`config.mk`:
```
export PLATFORM = sky130hd
export DESIGN_NAME = alu_seq
export DESIGN_NICKNAME = d
export VERILOG_FILES = /design/src/rtl/alu_pkg.sv /design/src/rtl/alu_regfile.sv /design/src/rtl/alu_seq.sv
export SDC_FILE = /design/constraint.sdc
export NUM_CORES = 1
export LEC_CHECK = 0
export BUFFER_PORTS_ARGS = -buffer_cell sky130_fd_sc_hd__buf_4
export CAP_MARGIN = 20
export CORE_MARGIN = 2
export CORE_UTILIZATION = 53
export CTS_CLUSTER_DIAMETER = 60
export DETAILED_ROUTE_END_ITERATION = 6
export HOLD_SLACK_MARGIN = 0.06
export PLACE_DENSITY = 0.73
export SLEW_MARGIN = 10
export SYNTH_ARGS = -nofsm -noshare
export SYNTH_HDL_FRONTEND = slang
export SYNTH_SLANG_ARGS = --single-unit
```
`constraint.sdc`:
```
create_clock -name clk -period 1.5 [get_ports clk]
set_input_delay 0.225 -clock clk [delete_from_list [all_inputs] [get_ports clk]]
set_output_delay 0.225 -clock clk [all_outputs]
set_load 0.05 [all_outputs]
```
`src/rtl/alu_pkg.sv`:
```
// alu_pkg: shared ALU opcode constants, datapath sizes and sequencer state encoding
package alu_pkg;
  localparam int WIDTH = 32;
  localparam int NREG = 8;
  localparam int OPW = 3;
  localparam logic [OPW-1:0] ALU_ADD = 3'b000;
  localparam logic [OPW-1:0] ALU_SUB = 3'b001;
  localparam logic [OPW-1:0] ALU_AND = 3'b010;
  localparam logic [OPW-1:0] ALU_OR = 3'b011;
  localparam logic [OPW-1:0] ALU_SRL = 3'b100;
  localparam logic [OPW-1:0] ALU_SRA = 3'b101;
  typedef enum logic [1:0] {IDLE, EXEC, RESP} state_t;
endpackage

```
`src/rtl/alu_regfile.sv`:
```
// alu_regfile: N x W register file; clk/rst_n, write port we/wa/wd, async read ports ra0->rd0 and ra1->rd1, r0 reads zero
module alu_regfile
  import alu_pkg::*;
#(
  parameter int W = WIDTH,
  parameter int N = NREG,
  parameter int AW = $clog2(N)
) (
  input  logic          clk,
  input  logic          rst_n,
  input  logic          we,
  input  logic [AW-1:0] wa,
  input  logic [W-1:0]  wd,
  input  logic [AW-1:0] ra0,
  input  logic [AW-1:0] ra1,
  output logic [W-1:0]  rd0,
  output logic [W-1:0]  rd1
);
  logic [W-1:0] mem [N];
  always_ff @(posedge clk or negedge rst_n)
    if (!rst_n)
      for (int i = 0; i < N; i++) mem[i] <= '0;
    else if (we && wa != '0)
      mem[wa] <= wd;
  assign rd0 = ra0 == '0 ? '0 : mem[ra0];
  assign rd1 = ra1 == '0 ? '0 : mem[ra1];
endmodule

```
`src/rtl/alu_seq.sv`:
```
// alu_seq: ALU sequencer; cmd_* valid/ready command in, alu_A/alu_B/alu_op out and alu_C in to an external ALU, rsp_* valid/ready result out
module alu_seq
  import alu_pkg::*;
(
  input  logic             clk,
  input  logic             rst_n,
  input  logic             cmd_valid,
  output logic             cmd_ready,
  input  logic [2:0]       cmd_op,
  input  logic [2:0]       cmd_rs,
  input  logic [2:0]       cmd_rt,
  input  logic [2:0]       cmd_rd,
  input  logic             cmd_use_imm,
  input  logic [15:0]      cmd_imm,
  output logic [WIDTH-1:0] alu_A,
  output logic [WIDTH-1:0] alu_B,
  output logic [2:0]       alu_op,
  input  logic [WIDTH-1:0] alu_C,
  output logic             rsp_valid,
  input  logic             rsp_ready,
  output logic [WIDTH-1:0] rsp_data,
  output logic [2:0]       rsp_rd,
  output logic             rsp_err
);
  state_t state;
  logic [WIDTH-1:0] ra_data, rb_data;
  assign cmd_ready = state == IDLE;
  alu_regfile u_rf (
    .clk(clk),
    .rst_n(rst_n),
    .we(state == EXEC),
    .wa(rsp_rd),
    .wd(alu_C),
    .ra0(cmd_rs),
    .ra1(cmd_rt),
    .rd0(ra_data),
    .rd1(rb_data)
  );
  always_ff @(posedge clk or negedge rst_n)
    if (!rst_n) begin
      state <= IDLE;
      alu_A <= '0;
      alu_B <= '0;
      alu_op <= ALU_ADD;
      rsp_valid <= 1'b0;
      rsp_data <= '0;
      rsp_rd <= '0;
      rsp_err <= 1'b0;
    end else
      case (state)
        IDLE:
          if (cmd_valid) begin
            alu_A <= ra_data;
            alu_B <= cmd_use_imm ? {{(WIDTH-16){1'b0}}, cmd_imm} : rb_data;
            alu_op <= cmd_op;
            rsp_rd <= cmd_rd;
            rsp_err <= &cmd_op[2:1];
            state <= EXEC;
          end
        EXEC: begin
          rsp_data <= alu_C;
          rsp_valid <= 1'b1;
          state <= RESP;
        end
        RESP:
          if (rsp_ready) begin
            rsp_valid <= 1'b0;
            state <= IDLE;
          end
        default: state <= IDLE;
      endcase
endmodule

```
# [Yosys cells after proc, flatten, opt, wreduce, memory -nomap -nowiden]
# Index checks and enable logic that the tools add are counted.
[classes] addsub=0 mul=0 div_mod_pow=0 n_lt_le_gt_ge=4 eq_ne=4 shifts=0 mux=17 bitwise=3 n_reduce_logical=11
[ops] operator="256-bit bitwise mux" n=1
[ops] operator="32-bit two-way mux" n=8
[ops] operator="32-bit binary-select mux with 3-bit select" n=2
[ops] operator="32-bit demux with 3-bit select" n=1
[ops] operator="4-bit >= comparator (second input constant)" n=3
[ops] operator="3-bit NOT with 4-bit output" n=3
[ops] operator="2-bit AND reduction" n=4
[ops] operator="3-bit zero test" n=2
[ops] operator="2-bit one-hot mux with 3 select lines" n=1
[ops] operator="4-bit by 1-bit < comparator with 1-bit output (second input constant)" n=1
[ops] operator="2-bit two-way mux" n=2
[ops] operator="2-bit inequality test (second input constant)" n=2
[ops] operator="3-bit nonzero test" n=1
[ops] operator="2-bit by 1-bit equality test with 1-bit output (second input constant)" n=1
[ops] operator="2-bit equality test (second input constant)" n=1
[ops] operator="1-bit logical AND" n=2
[ops] operator="2-bit zero test" n=1
[ops] operator="1-bit one-hot mux with 2 select lines" n=1
[ops] operator="2-bit nonzero test" n=1
[ops] operator="1-bit two-way mux" n=1
[totals] register_bits=362 latchBits=0 mem_bits_rw=0 romBits=0 input_bits=65 output_inout_bits=105 word_cells=55 memories=0

# [Depth between registers and ports, before layout]
# Gate-level depths: netlist (run 1).
[logic_depth] word_depth=6 mapped_depth=8 depth_no_buf=6

# [Hierarchy]
# From an unflattened synthesis (run 1), not the netlist that was laid out.
[unflattened] cells_unflattened=1141 area_unflattened_um2=16776.1
[modules_own_cells] mod="alu_regfile" instances=1 cells_per_inst=875 area_each_um2=12111.6 seq_area_each_um2=5605.4
[modules_own_cells] mod="alu_seq" instances=1 cells_per_inst=266 area_each_um2=4664.5 seq_area_each_um2=2652.5

# [Worst setup path before layout (run 1)]
# OpenSTA, ideal clock, no wires.
[synth_path] path_type="register to register" from="register state[0]" to="register alu_B[11]" setup_time_ps=124 t_arrival_ps=2178 required_time_ps=1376 path_slack_ps=-802 stages_incl_launch_ff=8 path_buffers=2 period_less_slack_ps=2302 path_cell_list="dfrtp_1 -> nor2_1 -> nand2_1 -> inv_1 -> nand2b_1 -> buf_2 -> clkbuf_1 -> o31a_1"
[synth_via] elab_chain_cells=2
[synth_rtl] item="start, declared" line_no="alu_seq.sv:25" text="state_t state;"
[synth_rtl] item="start signal, assigned" line_no="alu_seq.sv:41" text="state <= IDLE;"
[synth_rtl] item="start signal, assigned" line_no="alu_seq.sv:58" text="state <= EXEC;"
[synth_rtl] item="start signal, assigned" line_no="alu_seq.sv:63" text="state <= RESP;"
[synth_rtl] item="2-bit zero test"
[synth_rtl] item="net cmd_ready" line_no="alu_seq.sv:8" text="output logic cmd_ready,"
[synth_rtl] item="2-bit AND reduction (no line)"
[synth_rtl] item="end signal, assigned" line_no="alu_seq.sv:54" text="alu_B <= cmd_use_imm ? {{(WIDTH-16){1'b0}}, cmd_imm} : rb_data;"
[synth_rtl] item="end, declared" line_no="alu_seq.sv:16" text="output logic [WIDTH-1:0] alu_B,"
# The timed path passes the listed nets, and every way through them passes these cells.
# A chain may end at the register's enable or synchronous reset.

# [Worst setup path in the final report (run 1)]
[layout_path] from="register state[1]" to="register u_rf.mem[64] (netlist name)"
[layout_via] elab_chain_cells=2
[layout_rtl] item="2-bit by 1-bit equality test with 1-bit output" line_no="alu_seq.sv:31" text=".we(state == EXEC),"
[layout_rtl] item="1-bit logical AND" line_no="alu_regfile.sv:23" text="else if (we && wa != '0)"
[layout_rtl] item="end signal, assigned by index" line_no="alu_regfile.sv:24" text="mem[wa] <= wd;"
[layout_rtl] item="end, declared" line_no="alu_regfile.sv:19" text="logic [W-1:0] mem [N];"
# Every way passes these cells.

==> results of run 1 <==
## routing by layer
layer	track usage	share of wire
met2	0.5123	0.48
met1	0.4133	0.41
met3	0.04838	0.075
met4	0.1199	0.035
met5	0	0
## worst paths after layout
kind / startpoint / end / slack, ps / depth (start not counted)
max in group asynchronous: rst_n / rsp_data[25] / 630 / 4
min: cmd_imm[8] / alu_B[8] / 70 / 4
max: state[1] / u_rf.mem[64] / -330 / 6
min in group asynchronous: rst_n / alu_op[0] / 160 / 2
max reg2reg: state[1] / u_rf.mem[64] / -330 / 6
min reg2reg: alu_A[26] / alu_A[26] / 480 / 2
## cell families (layout without fill, tap and decap cells)
kind of cell	count (synthesis)	count (layout)
multiplexers	448	448
AND/OR/NAND/NOR	134	135
flip-flops	330	330
buffers and inverters	119	463
AO/OA/AOI/OAI	237	237
## layout by cell type, fill, tap and decap left out, types with 6 or more instances in the layout
cell type and instances:
dfrtp_1 327, buf_4 245, mux2_2 213, mux2_4 130, mux2i_1 103, nand2_1 83
o22ai_1 52, dlygate4sd3_1 47, clkbuf_16 45, buf_12 44, a21oi_1 27, nor2_1 21
a211oi_1 20, o21ai_0 20, a22oi_1 20, buf_6 20, a221oi_1 17, inv_1 13
o31a_1 11, clkbuf_1 10, o22a_1 9, a22o_1 9, a31oi_1 8, buf_16 8
buf_8 8, o31ai_1 7, nor2_4 6, clkbuf_8 6
## worst reg2reg max path, cell delays in order, from the launching register on
cell	delay, ps
dfrtp_1	380
nand3b_1	210
buf_6	170
nor3b_4	210
buf_6	230
buf_6	190
mux2_2	340
## layout make-up
cell class / count / area share
Sequential cell: 330 / 0.3748
Multi-Input combinational cell: 820 / 0.3604
Inverter: 14 / 0.002725
Timing Repair Buffer: 382 / 0.1828
Clock inverter: 13 / 0.008571
Tap cell: 390 / 0.02214
Clock buffer: 54 / 0.04859
## sequential cells by signal, indices dropped and copies added, names as in the netlist
register	flops
rsp_valid	1
u_rf.mem	224
alu_op	3
alu_A	32
rsp_err	1
state	2
rsp_rd	3
alu_B	32
rsp_data	32
## power by group
part	leakage (nW)	total (mW)	switching (mW)	internal, mW
registers	4.07	16.5	3.35	13.2
clock network	0.617	9.47	3.78	5.69
logic	5.59	21.0	11.0	10.0
total	10.3	47.0	18.1	28.9
## through the flow
| step | total power [mW] | hold WS, ps | setup WS [ps] | cell area (um2) |
|---|---|---|---|---|
| global placement | 33.57 | 110.2 | -277.4 | 18660 |
| detailed placement | 34.22 | 108.4 | -370.2 | 18660 |
| finish | 47.00 | 66.89 | -330.9 | 22040 |
| floorplan | 28.46 | -70.59 | -264.4 | 16140 |
| CTS | 45.28 | 60.03 | -261.5 | 21360 |
| global route | 48.80 | 79.68 | -364.7 | 22040 |
## timing repair
item,in CTS,in global routing
endpoints found under the hold margin,585,0
pin swaps,12,10
setup endpoints to repair,268,290
buffers inserted,29,5
hold buffers,47,0
gates cloned,13,10
gates resized for setup,94,129
==> summary.md, run 1 <==
| Metric | Value |
|---|---|
| Status | `complete, but fails checks` |
| Violated checks | `setup timing` |
| # diodes | `0` |
| Sequential fraction of the synthesis area | `0.5147` |
| Post-route setup TNS | `-47960 ps` |
| DRT antenna net count | `0` |
| Sequential Area | `8262 um2` |
| Largest family of logic cells by synthesized area | `multiplexers` |
| Cell Rows | `63` |
| Arrival time of the worst setup path | `2230 ps` |
| Max-slew violation count | `0` |
| Crit path kind | `reg -> reg` |
| Clock buffer count from CTS | `38` |
| Simple-gate share of the synthesized area | `0.03532` |
| Final min period | `1831 ps` |
| First-pass GRT wire length | `around 75 mm` |
| DR DRC count | `0` |
| Final hold viol count | `0` |
| Slowest-stage cell, CP | `dfrtp_1` |
| Initial core utilization | `0.5399` |
| Cell taking the most area after synthesis | `dfrtp_1` |
| CP delay by family, top | `buffers and inverters` |
| First drt pass iteration count | `6` |
| DR WL/cell | `between 20 and 30 um` |
| Die Y | `178.0 um` |
| Critical path fanouts, max | `6` |
| Core area | `~30000 um2` |
| Final Net Count | `around 1700` |
| Synth top area share | `0.5147` |
| Peak supply drop | `around 1.8 mV` |
| Register bit count reported by yosys | `330` |
| Worst Skew | `15.12 ps` |
| EDFF count, synth | `0` |
| Root Driver | `clkbuf_16` |
| Worst Hold Class | `in -> reg` |
| XOR/XNOR Fraction of Synth Area | `0` |
| Die width | `approximately 180 um` |
| Worst setup margin | `-330.9 ps` |
| Synth cell count leaders | `dfrtp_1 (330), mux2_2 (311), mux2i_1 (103)` |
| Setup violations, final | `242` |
| Synthesis warning total | `0` |
| Layout area overhead | `37.38%` |
| CP Cell Sequence | `nand3b_1, buf_6, nor3b_4, buf_6, buf_6, mux2_2` |
| H-tree depth | `2` |
| Share of synthesized area spent on multiplexers | `0.3148` |
| Cell Area, Synth | `roughly 16000 um2` |
| Post-Synth Adder-Cell Area | `0` |
| Die Area | `around 32000 um2` |
| Worst-path clk slew | `60 ps` |
| Post-synthesis instance total | `1268` |
| Gr usage total | `0.3101` |
| Crit-path most repeated cell | `buf_6` |
| Final HPWL DP | `a little under 30 mm` |
| Non-Filler Instances | `~2000` |
| Routed vias/inst | `between 6 and 7` |
| Synth Area per Inst | `12.65 um2` |
| Overflow left after global routing | `0` |
| Delay of the slowest critical-path stage | `380 ps` |
| Top post-synthesis cells by area | `dfrtp_1 (51%), mux2_2 (22%), mux2i_1 (6.4%)` |
| Clk Latency, worst-skew pair | `roughly 530 ps` |
| Cells after DPL | `~1800` |
| Number of global-route vias before repair | `roughly 13000` |
| PortBufs | `169` |
| Routed via count | `12610` |
| Async set-reset flop share out of synthesis | `1.000` |
| Critical Path Source Type | `flop` |
| Footprint of the multi-input gates | `7944 um2` |
| CP Capture Type | `flop` |
| Syn_nets | `~1300` |
| Leakage power | `between 10 and 15 nW` |
| Final Cycle Share | `1.221` |
| PD cells | `~2100 nW/um2` |
| RSZ-0062 raised after global routing | `yes` |
| RD Place Congestion | `just over 0.8` |
| Max Freq | `roughly 550 MHz` |
| Most numerous cell in the Yosys netlist | `dfrtp_1` |
| Fillers | `1790` |
| MaxCap Viol Count | `0` |
| Worst Path Buf+Inv | `3` |
| Worst-margin pin slew | `1156 ps` |
| IO Count | `between 150 and 200` |
| Synth Area in Compound Gates | `0.1022` |
| CTS tree | `yes` |
| Share of layout cells above drive strength 1 | `0.4854` |
| Slew HR | `0.2277` |
| Initial antenna violation count | `0` |
| Yosys cell types | `34` |
| CTS Buffer Depth | `3` |
| Sink Count | `330` |
| Final core occ | `0.7417` |
| Final wirelength | `roughly 52 mm` |
| Drt initial violations | `approximately 1200` |
| Ys flop type | `dfrtp_1` |
| Largest net degree at the start of global routing | `just under 70` |
| Worst Path Required | `between 1500 and 2000 ps` |
(Power assumes the default switching activity.)
==> inputs of run 2 (changes only) <==
==> constraint.sdc (replaced) <==
create_clock -name clk -period 1.5 [get_ports clk]
set_input_delay 0.3 -clock clk [delete_from_list [all_inputs] [get_ports clk]]
set_output_delay 0.3 -clock clk [all_outputs]
set_load 0.05 [all_outputs]
==> run 2 against run 1 <==
Against the previous run: the flow still finishes with violations (setup timing); count of clock-buffer cells in the layout fell by 1; largest cell class unchanged; worst setup slack improved by 31 ps; sequential power barely moved; die area did not move; highest routed layer unchanged.
==> summary.md, run 2 (synthesized netlist as in run 1, its figures left out) <==
| Metric | Value |
|---|---|
| Status | `complete, but fails checks` |
| Violated checks | `setup timing` |
| Overflow left after global routing | `0` |
| Combinational Power Share | `0.446` |
| Most common cell after layout, fill and taps aside | `dfrtp_1` |
| Leakage power | `approximately 10 nW` |
| Max Freq | `approximately 560 MHz` |
| Crit path kind | `reg -> reg` |
| Routed vias/inst | `approximately 6.3` |
| Clk network pwr share | `0.192` |
| Peak supply drop | `1.608 mV` |
| CP Cell Sequence | `nand3b_1, buf_6, nor3b_4, buf_12, mux2_2` |
| Sequential power share | `0.362` |
| Hold path start | `alu_C[26]` |
| Critical Path Source Type | `flop` |
| Fin area | `21260 um2` |
| MaxCap Viol Count | `0` |
| Die width | `178.0 um` |
| IO Count | `170` |
| RSZ-0062 raised after global routing | `yes` |
| Largest net degree at the start of global routing | `just under 70` |
| Slowest-stage cell, CP | `dfrtp_1` |
| DR DRC count | `0` |
| Die Y | `178.0 um` |
| Initial antenna violation count | `0` |
| Max-slew violation count | `0` |
| Worst Path Required | `around 1900 ps` |
| Number of global-route vias before repair | `12130` |
| Root Driver | `clkbuf_16` |
| Drt initial violations | `1205` |
| Final HPWL DP | `29.33 mm` |
| Cell Rows | `63` |
| DR WL/cell | `around 25 um` |
| Critical path fanouts, max | `24` |
| Clk Latency, worst-skew pair | `530 ps` |
| # diodes | `0` |
| Final hold viol count | `0` |
| H-tree depth | `2` |
| Worst r2r src | `state[1]` |
| CTS tree | `yes` |
| PD cells | `between 2000 and 2500 nW/um2` |
| Int Pwr | `roughly 28 mW` |
| Worst-path clk slew | `about 60 ps` |
| Max FFs per register | `between 200 and 250` |
| Layout area overhead | `32.52%` |
| CP Capture Type | `flop` |
| Fillers | `slightly below 2000` |
| DRT antenna net count | `0` |
| Commonest non-fill, non-tap cells in the layout | `dfrtp_1 (327), buf_4 (264), mux2_2 (251), mux2i_1 (103), mux2_4 (90)` |
| Slew HR | `0.6183` |
| Clock buffer count from CTS | `36` |
| Switching Share | `0.3866` |
| Worst setup margin | `-299.6 ps` |
| First-pass GRT wire length | `approximately 70 mm` |
| Delay of the slowest critical-path stage | `roughly 400 ps` |
| Gr usage total | `0.2842` |
| Routed via count | `approximately 12000` |
| DP Area | `around 19000 um2` |
| Core area | `just under 30000 um2` |
| Initial core utilization | `0.5399` |
| Total power | `approximately 45 mW` |
| Final wirelength | `approximately 49 mm` |
| Final Cycle Share | `1.200` |
| First drt pass iteration count | `6` |
| Die Area | `between 30000 and 40000 um2` |
| Worst Hold Class | `in -> reg` |
| Sink Count | `330` |
| PortBufs | `169` |
| Origin of the worst setup path | `state[1]` |
| Arrival time of the worst setup path | `2200 ps` |
| Post-route setup TNS | `-48270 ps` |
| CTS Buffer Depth | `3` |
| Sw power | `17.50 mW` |
| Largest register by flop count | `u_rf.mem` |
| Worst-margin pin slew | `approximately 570 ps` |
| Setup violations, final | `289` |
| Worst Skew | `16.79 ps` |
| RD Place Congestion | `approximately 0.86` |
| Final min period | `~1800 ps` |
| Final Net Count | `~1600` |
| Share of layout cells above drive strength 1 | `0.4896` |
run 2: cell types whose count changed in the layout (fill, tap and decap cells not counted), moves of 6 or more:
cell           previous run  this run
o21ai_0                  20        28
buf_4                   245       264
mux2_4                  130        90
mux2_2                  213       251
nor2_1                   21        27
dlygate4sd3_1            47         9
run 2: final timing paths:
kind,end,slack [ps],cells past startpoint
min,u_rf.mem[26],70,2
max reg2reg,u_rf.mem[146],-300,5
min reg2reg,alu_op[1],480,2
max in group asynchronous,u_rf.mem[14],640,4
max,u_rf.mem[146],-300,5
min in group asynchronous,alu_op[0],210,2
run 2: per-stage QoR:
step	utilization	setup WS (ps)	hold slack [ps]	std cells
2_1_floorplan	-	-264.4	4.409	1268
3_3_place_gp	0.6352	-224.7	153.5	1864
3_5_place_dp	0.6352	-251.3	154.5	1864
4_1_cts	0.6870	-226.5	60.32	1949
5_1_grt	0.7155	-338.9	72.32	1973
6_report	0.7155	-299.6	71.59	1973
run 2: layout make-up:
class	instances	area (um2)	share of cell area
timing repair buffer	357	3654	0.1718
tap	390	488.0	0.02295
clock inverter	10	65.06	0.003060
inverter	14	65.06	0.003060
clock buffer	53	1096	0.05154
sequential	330	8262	0.3885
multi-input combinational	819	7635	0.3590
run 2: power groups by stage:
| stage | combinational (mW) | sequential (mW) | clock (mW) |
|---|---|---|---|
| CTS | 18.7 | 16.1 | 8.76 |
| floorplan | 8.46 | 20.0 | 0 |
| finish | 20.2 | 16.4 | 8.69 |
| global route | 21.3 | 16.8 | 9.14 |
| global placement | 17.8 | 16.0 | 0 |
| detailed placement | 18.2 | 16.2 | 0 |
run 2: what timing repair did:
action | CTS | global route
hold buffers | 9 | 0
pin swaps | 3 | 7
endpoints found under the setup margin | 288 | 303
cloned | 5 | 16
hold endpoints to repair | 225 | 0
buffers inserted | 8 | 10
gates resized for setup | 35 | 111
run 2: critical path: cells and delay by family, from the launching register on:
family / cells / cell delay (ps)
flops: 1 / 390
simple gates: 2 / 470
buf+inv: 2 / 420
mux: 1 / 360
run 2: layer usage:
metal  wire length [um]  share of wire  global-route usage
met5                  0              0                   0
met2              23730           0.48              0.4685
met3               3693          0.075             0.03943
met4               1443          0.029             0.07923
met1              20520           0.42              0.3953
==> inputs of run 3 (changes only) <==
--- a/config.mk
+++ b/config.mk
@@ -8,11 +8,11 @@
 export BUFFER_PORTS_ARGS = -buffer_cell sky130_fd_sc_hd__buf_4
 export CAP_MARGIN = 20
 export CORE_MARGIN = 2
-export CORE_UTILIZATION = 53
+export CORE_UTILIZATION = 50
 export CTS_CLUSTER_DIAMETER = 60
 export DETAILED_ROUTE_END_ITERATION = 6
 export HOLD_SLACK_MARGIN = 0.06
-export PLACE_DENSITY = 0.73
+export PLACE_DENSITY = 0.69
 export SLEW_MARGIN = 10
 export SYNTH_ARGS = -nofsm -noshare
 export SYNTH_HDL_FRONTEND = slang
==> run 3 against run 2 <==
Against the previous run: largest power group unchanged; first-iteration DRC count decreased by 39%; sequential share of layout area up 0.49 points; clock skew increased by 2.4 ps; the run still ends with setup timing left; worst setup slack better by 1.2 ps; register-to-register slack about the same; utilization down 5.0 points.
==> summary.md, run 3 (synthesized netlist as in run 1, its figures left out) <==
| Metric | Value |
|---|---|
| Core area | `31560 um2` |
| CP delay by family, top | `buffers and inverters` |
| PD cells | `2124 nW/um2` |
| Initial core utilization | `0.5085` |
| Worst r2r src | `state[1]` |
| Final wirelength | `47.54 mm` |
| WP depth | `6` |
| RD Place Congestion | `approximately 0.81` |
| Origin of the worst setup path | `state[1]` |
| Critical path fanouts, max | `16` |
| CTS tree | `yes` |
| Drt initial violations | `741` |
| DR DRC count | `0` |
| CP Cell Sequence | `nand3b_1, buf_6, nor3b_4, buf_4, buf_12, mux2_2` |
| Worst Hold Class | `in -> reg` |
| Sink Count | `330` |
| Critical Path Source Type | `flop` |
| CTS Buffer Depth | `3` |
| R2R depth | `6` |
| Final HPWL DP | `29.23 mm` |
| Layout area overhead | `30.88%` |
| Share of layout cells above drive strength 1 | `0.4751` |
| Fin Hold WS | `about 75 ps` |
| Largest net degree at the start of global routing | `between 60 and 70` |
| Fillers | `roughly 2300` |
| DR WL/cell | `approximately 24 um` |
| Die Area | `33540 um2` |
| Worst Skew | `19.15 ps` |
| DRT antenna net count | `0` |
| Setup violations, final | `280` |
| R2R Path End | `u_rf.mem[79]` |
| DP Area | `about 19000 um2` |
| Cell Rows | `65` |
| Crit path kind | `reg -> reg` |
| Root Driver | `clkbuf_16` |
| Commonest non-fill, non-tap cells in the layout | `dfrtp_1 (327), buf_4 (260), mux2_2 (255), mux2i_1 (103), mux2_4 (86)` |
| Violated checks | `setup timing` |
| Die Y | `about 180 um` |
| Final hold viol count | `0` |
| Initial antenna violation count | `0` |
| Final Net Count | `around 1600` |
| Worst setup margin | `-298.3 ps` |
| Final Cycle Share | `1.199` |
| Overflow left after global routing | `0` |
| Peak supply drop | `about 1.5 mV` |
| Max Freq | `~560 MHz` |
| Leakage power | `9.831 nW` |
| Routed via count | `about 12000` |
| Status | `complete, but fails checks` |
| Slowest-stage cell, CP | `dfrtp_1` |
| Slew HR | `0.1787` |
| Fin area | `about 21000 um2` |
| Die width | `approximately 180 um` |
| First-pass GRT wire length | `72.71 mm` |
| # diodes | `0` |
| Final core occ | `0.6655` |
| Routed vias/inst | `approximately 6` |
| Worst Path Buf+Inv | `3` |
| First drt pass iteration count | `5` |
| Post-route setup TNS | `-42950 ps` |
| Arrival time of the worst setup path | `roughly 2200 ps` |
| H-tree depth | `2` |
| Number of global-route vias before repair | `roughly 12000` |
| R2R setup slack | `-300 ps` |
| Setup crit end | `u_rf.mem[79]` |
| RSZ-0062 raised after global routing | `yes` |
| IO Count | `between 150 and 200` |
| Max-slew violation count | `0` |
| Worst Path Required | `~1900 ps` |
| Total power | `between 40 and 50 mW` |
| CP Capture Type | `flop` |
| Worst-margin pin slew | `about 1200 ps` |
| Delay of the slowest critical-path stage | `about 390 ps` |
| Worst-path clk slew | `around 60 ps` |
| Gr usage total | `0.2809` |
| Clock buffer count from CTS | `37` |
| Max FFs per register | `224` |
| Largest register by flop count | `u_rf.mem` |
| PortBufs | `between 150 and 200` |
| Clk Latency, worst-skew pair | `~530 ps` |
| MaxCap Viol Count | `0` |
| Most common cell after layout, fill and taps aside | `dfrtp_1` |
| Final min period | `1798 ps` |
==> run 3: final cells by class <==
cell class              count  area [um2]  share of cell area
flip-flops and latches    330        8262              0.3934
multi-input cells         819        7580              0.3609
repair buffers            339        3403              0.1621
clock buffers              60        1125             0.05356
well taps                 402       503.0             0.02395
inverters                  14       65.06            0.003098
clock inverters             6       62.56            0.002979
==> run 3: per-layer routing <==
| metal | GRT usage | share of wire | vias up |
|---|---|---|---|
| li1 | - | - | 5247 |
| met1 | 0.3831 | 0.44 | 6147 |
| met2 | 0.4558 | 0.48 | 426 |
| met3 | 0.04349 | 0.054 | 99 |
| met4 | 0.1066 | 0.028 | 0 |
| met5 | 0 | 0 | - |
==> run 3: worst min-delay path by stage <==
stage | cells after the start | startpoint | to
after floorplan | 0 | rst_n | alu_A[0]
after global placement | 1 | rst_n | rsp_valid
after detailed placement | 1 | rst_n | rsp_valid
after CTS | 2 | alu_C[8] | u_rf.mem[104]
after global routing | 2 | alu_C[3] | u_rf.mem[3]
final | 2 | alu_C[24] | u_rf.mem[216]
==> run 3: power breakdown <==
part / switching (mW) / leakage, nW / internal (mW)
Clock: 3.55 / 0.582 / 5.30
Sequential: 3.14 / 4.07 / 13.2
Combinational: 10.3 / 5.18 / 9.19
Total: 17.0 / 9.83 / 27.7
==> run 3: worst register-to-register path, cell delays in order (launching register included) <==
cell	delay, ps
dfrtp_1	390
nand3b_1	210
buf_6	170
nor3b_4	210
buf_4	160
buf_12	160
mux2_2	380
==> run 3: through the flow <==
step / setup WS [ps] / std cells
after detailed placement: -526.1 / 1864
after CTS: -242.5 / 1963
after floorplan: -264.4 / 1268
final: -298.3 / 1970
after global placement: -445.4 / 1864
after global routing: -347.5 / 1970
==> run 3: what timing repair did <==
item                                   CTS  global route
endpoints found under the hold margin  226             0
cloned                                   9             3
setup endpoints to repair              304           329
hold buffers                            12             0
pin swaps                                3             3
buffers inserted                        12             6
resized for setup                       68            49
